`src/rtl/pipe_ctrl_if.sv`:
```
// pipe_ctrl_if: bundles the stall/flush/multi-cycle control signals between
// the datapath stages and the pipeline control unit.
//   master : datapath side; drives the requests, receives stall/flush/status.
//   slave  : pipe_ctrl side; receives the requests, drives stall/flush/status.
// Signals:
//   stallreq_id   ID load-use stall request
//   mc_start      EX multi-cycle op request
//   mc_cycles     stall cycle count N for the op (MC_W bits)
//   mc_cancel     abort running multi-cycle op
//   flush_req     exception/redirect flush request
//   flush_pc      redirect target
//   stall         per-stage hold vector {WB,MEM/WB,EX/MEM,ID/EX,IF/ID,PC}
//   flush         clear all pipeline registers this cycle
//   new_pc        redirect PC, 0 when flush=0
//   mc_busy       sequencer in BUSY
//   mc_done       one-cycle result-valid pulse
//   mc_remaining  sequencer down-counter
//   stall_cycles  saturating count of cycles with stall[0]=1 (PERF_W bits)
interface pipe_ctrl_if #(
  parameter int unsigned MC_W   = 6,
  parameter int unsigned PERF_W = 32
);
  logic              stallreq_id;
  logic              mc_start;
  logic [MC_W-1:0]   mc_cycles;
  logic              mc_cancel;
  logic              flush_req;
  logic [31:0]       flush_pc;
  logic [5:0]        stall;
  logic              flush;
  logic [31:0]       new_pc;
  logic              mc_busy;
  logic              mc_done;
  logic [MC_W-1:0]   mc_remaining;
  logic [PERF_W-1:0] stall_cycles;

  modport master (
    output stallreq_id, mc_start, mc_cycles, mc_cancel, flush_req, flush_pc,
    input  stall, flush, new_pc, mc_busy, mc_done, mc_remaining, stall_cycles
  );

  modport slave (
    input  stallreq_id, mc_start, mc_cycles, mc_cancel, flush_req, flush_pc,
    output stall, flush, new_pc, mc_busy, mc_done, mc_remaining, stall_cycles
  );
endinterface

```
`src/rtl/pipe_ctrl.sv`:
```
// pipe_ctrl: pipeline control unit for the five-stage core. Merges the ID
// load-use stall and the EX multi-cycle hold into one per-stage stall vector,
// sequences multi-cycle EX operations with a down-counter, issues flush and
// redirect, and keeps a saturating stall-cycle counter.
// Ports:
//   clk  rising-edge system clock
//   rst  asynchronous active-high reset
//   bus  pipe_ctrl_if.slave (requests in; stall/flush/status out)
module pipe_ctrl #(
  parameter int unsigned MC_W   = 6,
  parameter int unsigned PERF_W = 32
) (
  input  logic       clk,
  input  logic       rst,
  pipe_ctrl_if.slave bus
);

  typedef enum logic [1:0] {
    S_IDLE = 2'd0,
    S_BUSY = 2'd1,
    S_DONE = 2'd2
  } state_t;

  localparam logic [5:0] STALL_EX = 6'b001111;
  localparam logic [5:0] STALL_ID = 6'b000111;

  state_t            state_q, state_d;
  logic [MC_W-1:0]   cnt_q, cnt_d;
  logic [PERF_W-1:0] perf_q, perf_d;

  logic       start_ok;
  logic       abort;
  logic       ex_hold;
  logic [5:0] stall_v;
  logic       flush_v;

  always_ff @(posedge clk or posedge rst) begin
    if (rst) begin
      state_q <= S_IDLE;
      cnt_q   <= '0;
      perf_q  <= '0;
    end else begin
      state_q <= state_d;
      cnt_q   <= cnt_d;
      perf_q  <= perf_d;
    end
  end

  always_comb begin
    state_d  = state_q;
    cnt_d    = cnt_q;
    abort    = bus.flush_req | bus.mc_cancel;
    // Zero-length ops and starts coinciding with cancel/flush are dropped.
    start_ok = (state_q == S_IDLE) && bus.mc_start && !abort &&
               (bus.mc_cycles != '0);

    unique case (state_q)
      S_IDLE: begin
        if (start_ok) begin
          if (bus.mc_cycles == MC_W'(1)) begin
            state_d = S_DONE;
            cnt_d   = '0;
          end else begin
            state_d = S_BUSY;
            cnt_d   = bus.mc_cycles - 1'b1;
          end
        end
      end
      S_BUSY: begin
        if (abort) begin
          state_d = S_IDLE;
          cnt_d   = '0;
        end else if (cnt_q == MC_W'(1)) begin
          state_d = S_DONE;
          cnt_d   = '0;
        end else begin
          cnt_d   = cnt_q - 1'b1;
        end
      end
      S_DONE: begin
        state_d = S_IDLE;
        cnt_d   = '0;
      end
      default: begin
        state_d = S_IDLE;
        cnt_d   = '0;
      end
    endcase
  end

  // Stall/flush are gated by rst so every output reads 0 while reset is held,
  // even though they are combinational from the request inputs.
  always_comb begin
    ex_hold = start_ok || (state_q == S_BUSY);
    flush_v = bus.flush_req && !rst;
    stall_v = '0;
    if (rst || bus.flush_req) begin
      stall_v = '0;
    end else if (ex_hold) begin
      stall_v = STALL_EX;
    end else if (bus.stallreq_id) begin
      stall_v = STALL_ID;
    end
  end

  always_comb begin
    perf_d = perf_q;
    if (stall_v[0] && (perf_q != '1)) begin
      perf_d = perf_q + 1'b1;
    end
  end

  assign bus.stall        = stall_v;
  assign bus.flush        = flush_v;
  assign bus.new_pc       = flush_v ? bus.flush_pc : '0;
  assign bus.mc_busy      = (state_q == S_BUSY);
  assign bus.mc_done      = (state_q == S_DONE) && !bus.flush_req && !bus.mc_cancel;
  assign bus.mc_remaining = cnt_q;
  assign bus.stall_cycles = perf_q;

endmodule
```
`src/flat_wrapper.sv`:
```
// flat-port wrapper written by rule: the top's interface ports become plain ports
module pipe_ctrl_flat 
#(
  parameter int unsigned MC_W   = 6,
  parameter int unsigned PERF_W = 32
)
  (clk, rst, bus_stallreq_id, bus_mc_start, bus_mc_cycles, bus_mc_cancel, bus_flush_req, bus_flush_pc, bus_stall, bus_flush, bus_new_pc, bus_mc_busy, bus_mc_done, bus_mc_remaining, bus_stall_cycles);
  pipe_ctrl_if #(.MC_W(MC_W), .PERF_W(PERF_W)) bus_i ();
  input  logic clk;
  input  logic rst;
  input wire logic [$bits(bus_i.stallreq_id)-1:0] bus_stallreq_id;
  input wire logic [$bits(bus_i.mc_start)-1:0] bus_mc_start;
  input wire logic [$bits(bus_i.mc_cycles)-1:0] bus_mc_cycles;
  input wire logic [$bits(bus_i.mc_cancel)-1:0] bus_mc_cancel;
  input wire logic [$bits(bus_i.flush_req)-1:0] bus_flush_req;
  input wire logic [$bits(bus_i.flush_pc)-1:0] bus_flush_pc;
  output wire logic [$bits(bus_i.stall)-1:0] bus_stall;
  output wire logic [$bits(bus_i.flush)-1:0] bus_flush;
  output wire logic [$bits(bus_i.new_pc)-1:0] bus_new_pc;
  output wire logic [$bits(bus_i.mc_busy)-1:0] bus_mc_busy;
  output wire logic [$bits(bus_i.mc_done)-1:0] bus_mc_done;
  output wire logic [$bits(bus_i.mc_remaining)-1:0] bus_mc_remaining;
  output wire logic [$bits(bus_i.stall_cycles)-1:0] bus_stall_cycles;
  assign bus_i.stallreq_id = bus_stallreq_id;
  assign bus_i.mc_start = bus_mc_start;
  assign bus_i.mc_cycles = bus_mc_cycles;
  assign bus_i.mc_cancel = bus_mc_cancel;
  assign bus_i.flush_req = bus_flush_req;
  assign bus_i.flush_pc = bus_flush_pc;
  assign bus_stall = bus_i.stall;
  assign bus_flush = bus_i.flush;
  assign bus_new_pc = bus_i.new_pc;
  assign bus_mc_busy = bus_i.mc_busy;
  assign bus_mc_done = bus_i.mc_done;
  assign bus_mc_remaining = bus_i.mc_remaining;
  assign bus_stall_cycles = bus_i.stall_cycles;
  pipe_ctrl #(.MC_W(MC_W), .PERF_W(PERF_W)) u_core (.clk(clk), .rst(rst), .bus(bus_i));
endmodule
```
`config.mk`:
```
export PLATFORM = sky130hd
export DESIGN_NAME = pipe_ctrl_flat
export DESIGN_NICKNAME = d
export VERILOG_FILES = /design/src/rtl/pipe_ctrl_if.sv /design/src/rtl/pipe_ctrl.sv /design/src/flat_wrapper.sv
export SDC_FILE = /design/constraint.sdc
export NUM_CORES = 1
export LEC_CHECK = 0
export ABC_AREA = 1
export BUFFER_PORTS_ARGS = -buffer_cell sky130_fd_sc_hd__buf_2
export CAP_MARGIN = 20
export CELL_PAD_IN_SITES_DETAIL_PLACEMENT = 1
export CELL_PAD_IN_SITES_GLOBAL_PLACEMENT = 1
export CORE_MARGIN = 10
export CORE_UTILIZATION = 33
export CTS_CLUSTER_SIZE = 25
export DETAILED_ROUTE_END_ITERATION = 10
export PLACE_DENSITY = 0.9
export SYNTH_ARGS = -nofsm -noshare
export SYNTH_HDL_FRONTEND = slang
export SYNTH_SLANG_ARGS = --single-unit
```
`constraint.sdc`:
```
create_clock -name clk -period 2 [get_ports clk]
set_input_delay 0.1 -clock clk [delete_from_list [all_inputs] [get_ports clk]]
set_output_delay 0.1 -clock clk [all_outputs]
set_load 0.1 [all_outputs]
```
---- After elaboration in Yosys (flattened, before gate mapping) ----
Cells that the tools add are included.
word-level totals
  word-level logic and storage cells ...... 44
  input bits .............................. 44
  bits in registers ....................... 40
  output and inout port bits .............. 79
cells by class
  add/sub/neg operators ................... 3
  muxes and demuxes ....................... 14
  reduce and logical (&&, ||, !) cells .... 16
  bitwise operators ....................... 1
  equality and inequality tests ........... 7
operators with widths
  kind                                              number
  two-way mux 6 bit                                 6
  adder 32 x 1 -> 32 bit, second input constant     1
  two-way mux 32 bit                                1
  != test 32 bit, second input constant             1
  == test 6 x 1 -> 1 bit, second input constant     2
  one-hot mux 6 bit (2 select lines)                1
  subtractor 6 x 1 -> 6 bit, second input constant  2
  two-way mux 2 bit                                 4
  logical AND 1 bit                                 7
  nonzero test 6 bit                                1
  logical NOT 1 bit                                 4
  one-hot mux 2 bit (2 select lines)                1
  two-way mux 3 bit                                 1
  != test 3 x 1 -> 1 bit, second input constant     1
  == test 2 x 1 -> 1 bit, second input constant     1
  == test 2 bit, second input constant              1
  logical NOT 2 bit                                 1
  logical OR 1 bit                                  2
  != test 2 x 1 -> 1 bit, second input constant     1
  AND reduction 2 bit                               1
  OR 1 bit                                          1

---- Depth between registers and ports, before layout ----
  word-level depth ........................ 8
  mapped depth ............................ 11

---- Least setup slack after synthesis ----
No wires, ideal clock.
  path kind ............................... input port to output port
  start ................................... input bus_flush_req
  end ..................................... output bus_new_pc[10]
  path buffers ............................ 1
  arrival time ............................ 3238 ps
  stages .................................. 5
  slack ................................... -1338 ps
  cells stage by stage .................... inv_1 nor2_1 inv_1 clkbuf_1 nor2_1
on the way
  word-level cells in the longest chain between the ends .. 2
ends and longest elaborated chain
  item                 RTL line            text
  start, declared      flat_wrapper.sv:15  input wire logic [$bits(bus_i.flush_req)-1:0] bus_flush_req;
  logical AND 1 bit    pipe_ctrl.sv:95     flush_v = bus.flush_req && !rst;
  named net bus_flush  flat_wrapper.sv:18  output wire logic [$bits(bus_i.flush)-1:0] bus_flush;
  two-way mux 32 bit   pipe_ctrl.sv:115    assign bus.new_pc = flush_v ? bus.flush_pc : '0;
  end, declared        flat_wrapper.sv:19  output wire logic [$bits(bus_i.new_pc)-1:0] bus_new_pc;
The timed path passes the listed nets, and every way through them passes these cells.

---- Worst setup path in the final report ----
  start ................................... register u_core.perf_q[0], in the netlist u_core.bus.stall_cycles[0]
  end ..................................... register u_core.perf_q[30], in the netlist u_core.bus.stall_cycles[30]
on the way
  word-level cells in the longest chain between the ends .. 2
ends and longest elaborated chain
  item                                                                            RTL line         text
  start, declared                                                                 pipe_ctrl.sv:29  logic [PERF_W-1:0] perf_q, perf_d;
  start signal, assigned                                                          pipe_ctrl.sv:45  perf_q <= perf_d;
  parallel branches: the longest is 2 deep, another holds adder 32 x 1 -> 32 bit  -
Several ways; the timed one is not identified.
A chain may end at the register's enable or synchronous reset.

==> summary.md <==
| Metric | Value |
|---|---|
| Status | complete, no violations |
| Final antenna-violating net count | 0 |
| FMAX | 546.9 MHz |
| Area of the die | about 14000 sq um |
| Worst hold path type | input pin to flip-flop |
| # DRC | 0 |
| FILL cells | around 1300 |
| Die Y | 118.0 um |
| CP most frequent cell | nand2_1 |
| Sw Pwr | ~0.0015 W |
| Period utilization | 91.43% |
| Int Power | 0.001572 W |
| Worst Path Buf+Inv | 2 |
| Largest stage delay, worst path | ~0.46 ns |
| CP max stage cell | dfrtp_4 |
| Worst Tran Pin Value | 0.5336 ns |
| 1st-iter DRT viols | 193 |
| First-pass GRT wire length | a little over 20000 um |
| Post-synthesis cell type count | 26 |
| Post-synth top area cell | dfrtp_1 |
| Largest net degree at the start of global routing | 41 |
| CP cell instances | ha_1 -> nand3_2 -> buf_4 -> nor2_1 -> inv_1 -> nor2_1 -> nand3b_1 -> nand2_1 -> nand2_1 -> nand2_1 |
| Synth top area cells | dfrtp_1, nand2_1, nor2_1, inv_1, xor2_1 |
| CP delay by family, top | simple AND/OR/NAND/NOR gates |
| Final Slew Violations | 0 |
| Combinational Power Share | 44.2% |
| Reg area | approximately 1000 sq um |
| Post-synthesis register bit count | 40 |
| # setup viols final | 0 |
| Max-cap violations | 0 |
| Initial antenna violation count | 0 |
| Vias/cell | 4.756 |
| Cell Area, Synth | 3172 sq um |
| Total GRT Usage | between 10% and 20% |
| Fraction of registers with async set/reset | 100.0% |
| Area growth from synthesis to layout | 39.25% |
| Ys flop type | dfrtp_1 |
| Sequential-to-total area share from yosys stat | between 30% and 40% |
| Later-pin clock latency in the skew report | roughly 0.30 ns |
| CP endpoint kind | flip-flop |
| Min Hold Slack | 0.1698 ns |
| Switching Fraction | 49.17% |
| Final nets | 691 |
| Avg WL per Cell | about 16 um |
| Unrepaired setup endpoints after global routing | false |
| Avg Cell Area, Syn | ~6.2 sq um |
| Top-area cell type share of the netlist area | 31.56% |
| Port bufs | 120 |
| Routed WL | 12130 um |
| DR vias | roughly 3700 |
| Worst Path Max Fanout | 7 |
| GPL Wtd Cong | 0.9206 |
| # rows | 35 |
| I/O pin cnt | 123 |
| Clock power frac | 23.6% |
| Post-route minimum period | 1.829 ns |
| EDFF count, synth | 0 |
| TritonCTS clock tree | built |
| Peak VDD IR | 0.5414 mV |
| PD cells | 700.3 nW/um^2 |
| Mapped Cells | 515 |
| H-Tree Depth | 2 |
| Final count of hold timing violations | 0 |
| Setup TNS | 0 ns |
| Root Buffer | clkbuf_8 |
| Share of total power in sequential cells | 32.1% |
| Area occupied by multi-input gates | 2087 sq um |
| Critical Path AT | 2.08 ns |
| Vias in the first global route | 4156 |
| Yosys warnings | 0 |
| Required time of the critical path | 2.25 ns |
| HPWL after DPL | approximately 9900 um |
| Tot Pwr | about 0.0031 W |
| Pre-antenna DRT Iters | 5 |
| Crit Path Class | flip-flop to flip-flop |
| Initial Util | 34.16% |
| Die Span X | around 120 um |
| Remaining Overflow, GRT | 0 |
| Relative max-transition margin | 64.43% |
| Crit start category | flip-flop |
| Core area | 9284 sq um |
| Ratio of cells with drive above 1 in the final layout | about a third |
| Ant diodes | 0 |
| Final Skew | 0.01147 ns |
| Num CTS Buffers | 5 |
| CTS Sinks | 40 |
| Reg clk slew, reported paths | 0.09 ns |
| CTS Buffer Depth | 2 |
| Pleak | 2.448 nW |
==> registers in the layout, indices dropped and copies added (netlist names) <==
name,flops
u_core.bus.stall_cycles,32
u_core.bus.mc_remaining,6
u_core.state_q,2
==> metrics by stage <==
stage | utilization (%) | worst slack (ns) | instance area [sq um] | instances
4_1_cts | 47.32 | 0.04210 | 4393 | 770
6_report | 47.57 | 0.1715 | 4417 | 772
3_3_place_gp | 45.90 | 0.2731 | 4262 | 761
2_1_floorplan | - | -0.2039 | 3460 | 516
5_1_grt | 47.57 | 0.009760 | 4417 | 772
3_5_place_dp | 45.90 | 0.2112 | 4262 | 761
==> layout by cell type, fill, tap and decap left out, drive strengths merged, types with 7 or more instances in the layout <==
cell type    n
nand4        8
nor2        98
nand3b      14
xor2        13
nand2      227
dfrtp       40
o21ai        7
clkbuf       7
inv         64
nand3       13
buf        129
==> path summary, 6_finish.rpt <==
check                                                 start                           to  slack [ns]  cells after the start
min in group asynchronous                               rst   u_core.bus.mc_remaining[1]        0.52                      4
max in group asynchronous                               rst   u_core.bus.stall_cycles[1]        1.07                      4
worst min register to register  u_core.bus.stall_cycles[10]  u_core.bus.stall_cycles[10]        0.55                      2
worst max register to register   u_core.bus.stall_cycles[0]  u_core.bus.stall_cycles[30]        0.17                     10
worst max-delay path             u_core.bus.stall_cycles[0]  u_core.bus.stall_cycles[30]        0.17                     10
worst min-delay path                       bus_mc_cycles[0]   u_core.bus.mc_remaining[0]        0.17                      4
==> synthesized netlist by cell type (3+ instances only) <==
cell,instances
dfrtp_1,40
clkbuf_1,3
nand3_1,10
o21ai_0,7
nand2_1,222
nand4_1,8
xor2_1,13
inv_1,63
nor2_2,4
buf_4,7
nor3_1,3
nand3b_1,14
xnor2_1,6
nand2_4,3
nor2_1,91
ha_1,5
==> area by class of cell <==
| cell class | count | share of cell area, % |
|---|---|---|
| sequential | 40 | 23.57 |
| timing repair buffer | 131 | 17.17 |
| inverter | 65 | 5.609 |
| multi-input combinational | 399 | 47.25 |
| clock inverter | 2 | 0.8782 |
| tap | 129 | 3.654 |
| clock buffer | 6 | 1.870 |
==> tightest hold or removal path, delay by kind of cell <==
family,cells,cell delay [ns]
buf+inv,1,0.11
compound gates,2,0.16
simple gates,1,0.06
==> kinds of logic (layout without fill, tap and decap cells) <==
kind of cell / Yosys count / after routing / share of synthesized area [%]
flip-flops: 40 / 40 / 31.56
XOR/XNOR: 19 / 19 / 5.247
other: 1 / 2 / 0.1182
AND/OR/NAND/NOR: 363 / 363 / 49.03
adder cells (fa/ha/maj): 5 / 5 / 1.972
buffers and inverters: 77 / 204 / 10.41
AO/OA/AOI/OAI: 10 / 10 / 1.656
==> routing by layer <==
metal / vias to the layer above / part of all wire [%] / global-route usage (%)
li1: 1790 / - / -
met4: 0 / 2.2 / 5.564
met1: 1740 / 39 / 17.97
met3: 24 / 8.9 / 6.763
met2: 118 / 50 / 31.29
met5: - / 0 / 0
==> repair_timing <==
| item | CTS | global route |
|---|---|---|
| gates resized for setup | 0 | 3 |
| setup endpoints to repair | 0 | 4 |
| hold buffers | 1 | 0 |
| buffers inserted | 0 | 2 |
| endpoints found under the hold margin | 34 | 0 |
==> power groups by stage <==
| stage | Combinational (W) | Clock, W | Sequential, W |
|---|---|---|---|
| floorplan | 0.000620 | 0 | 0.00146 |
| CTS | 0.00138 | 0.000753 | 0.000992 |
| finish | 0.00137 | 0.000731 | 0.000994 |
| detailed placement | 0.00137 | 0 | 0.00101 |
| global route | 0.00145 | 0.000772 | 0.00101 |
| global placement | 0.00134 | 0 | 0.00101 |
(Power assumes the default switching activity.)
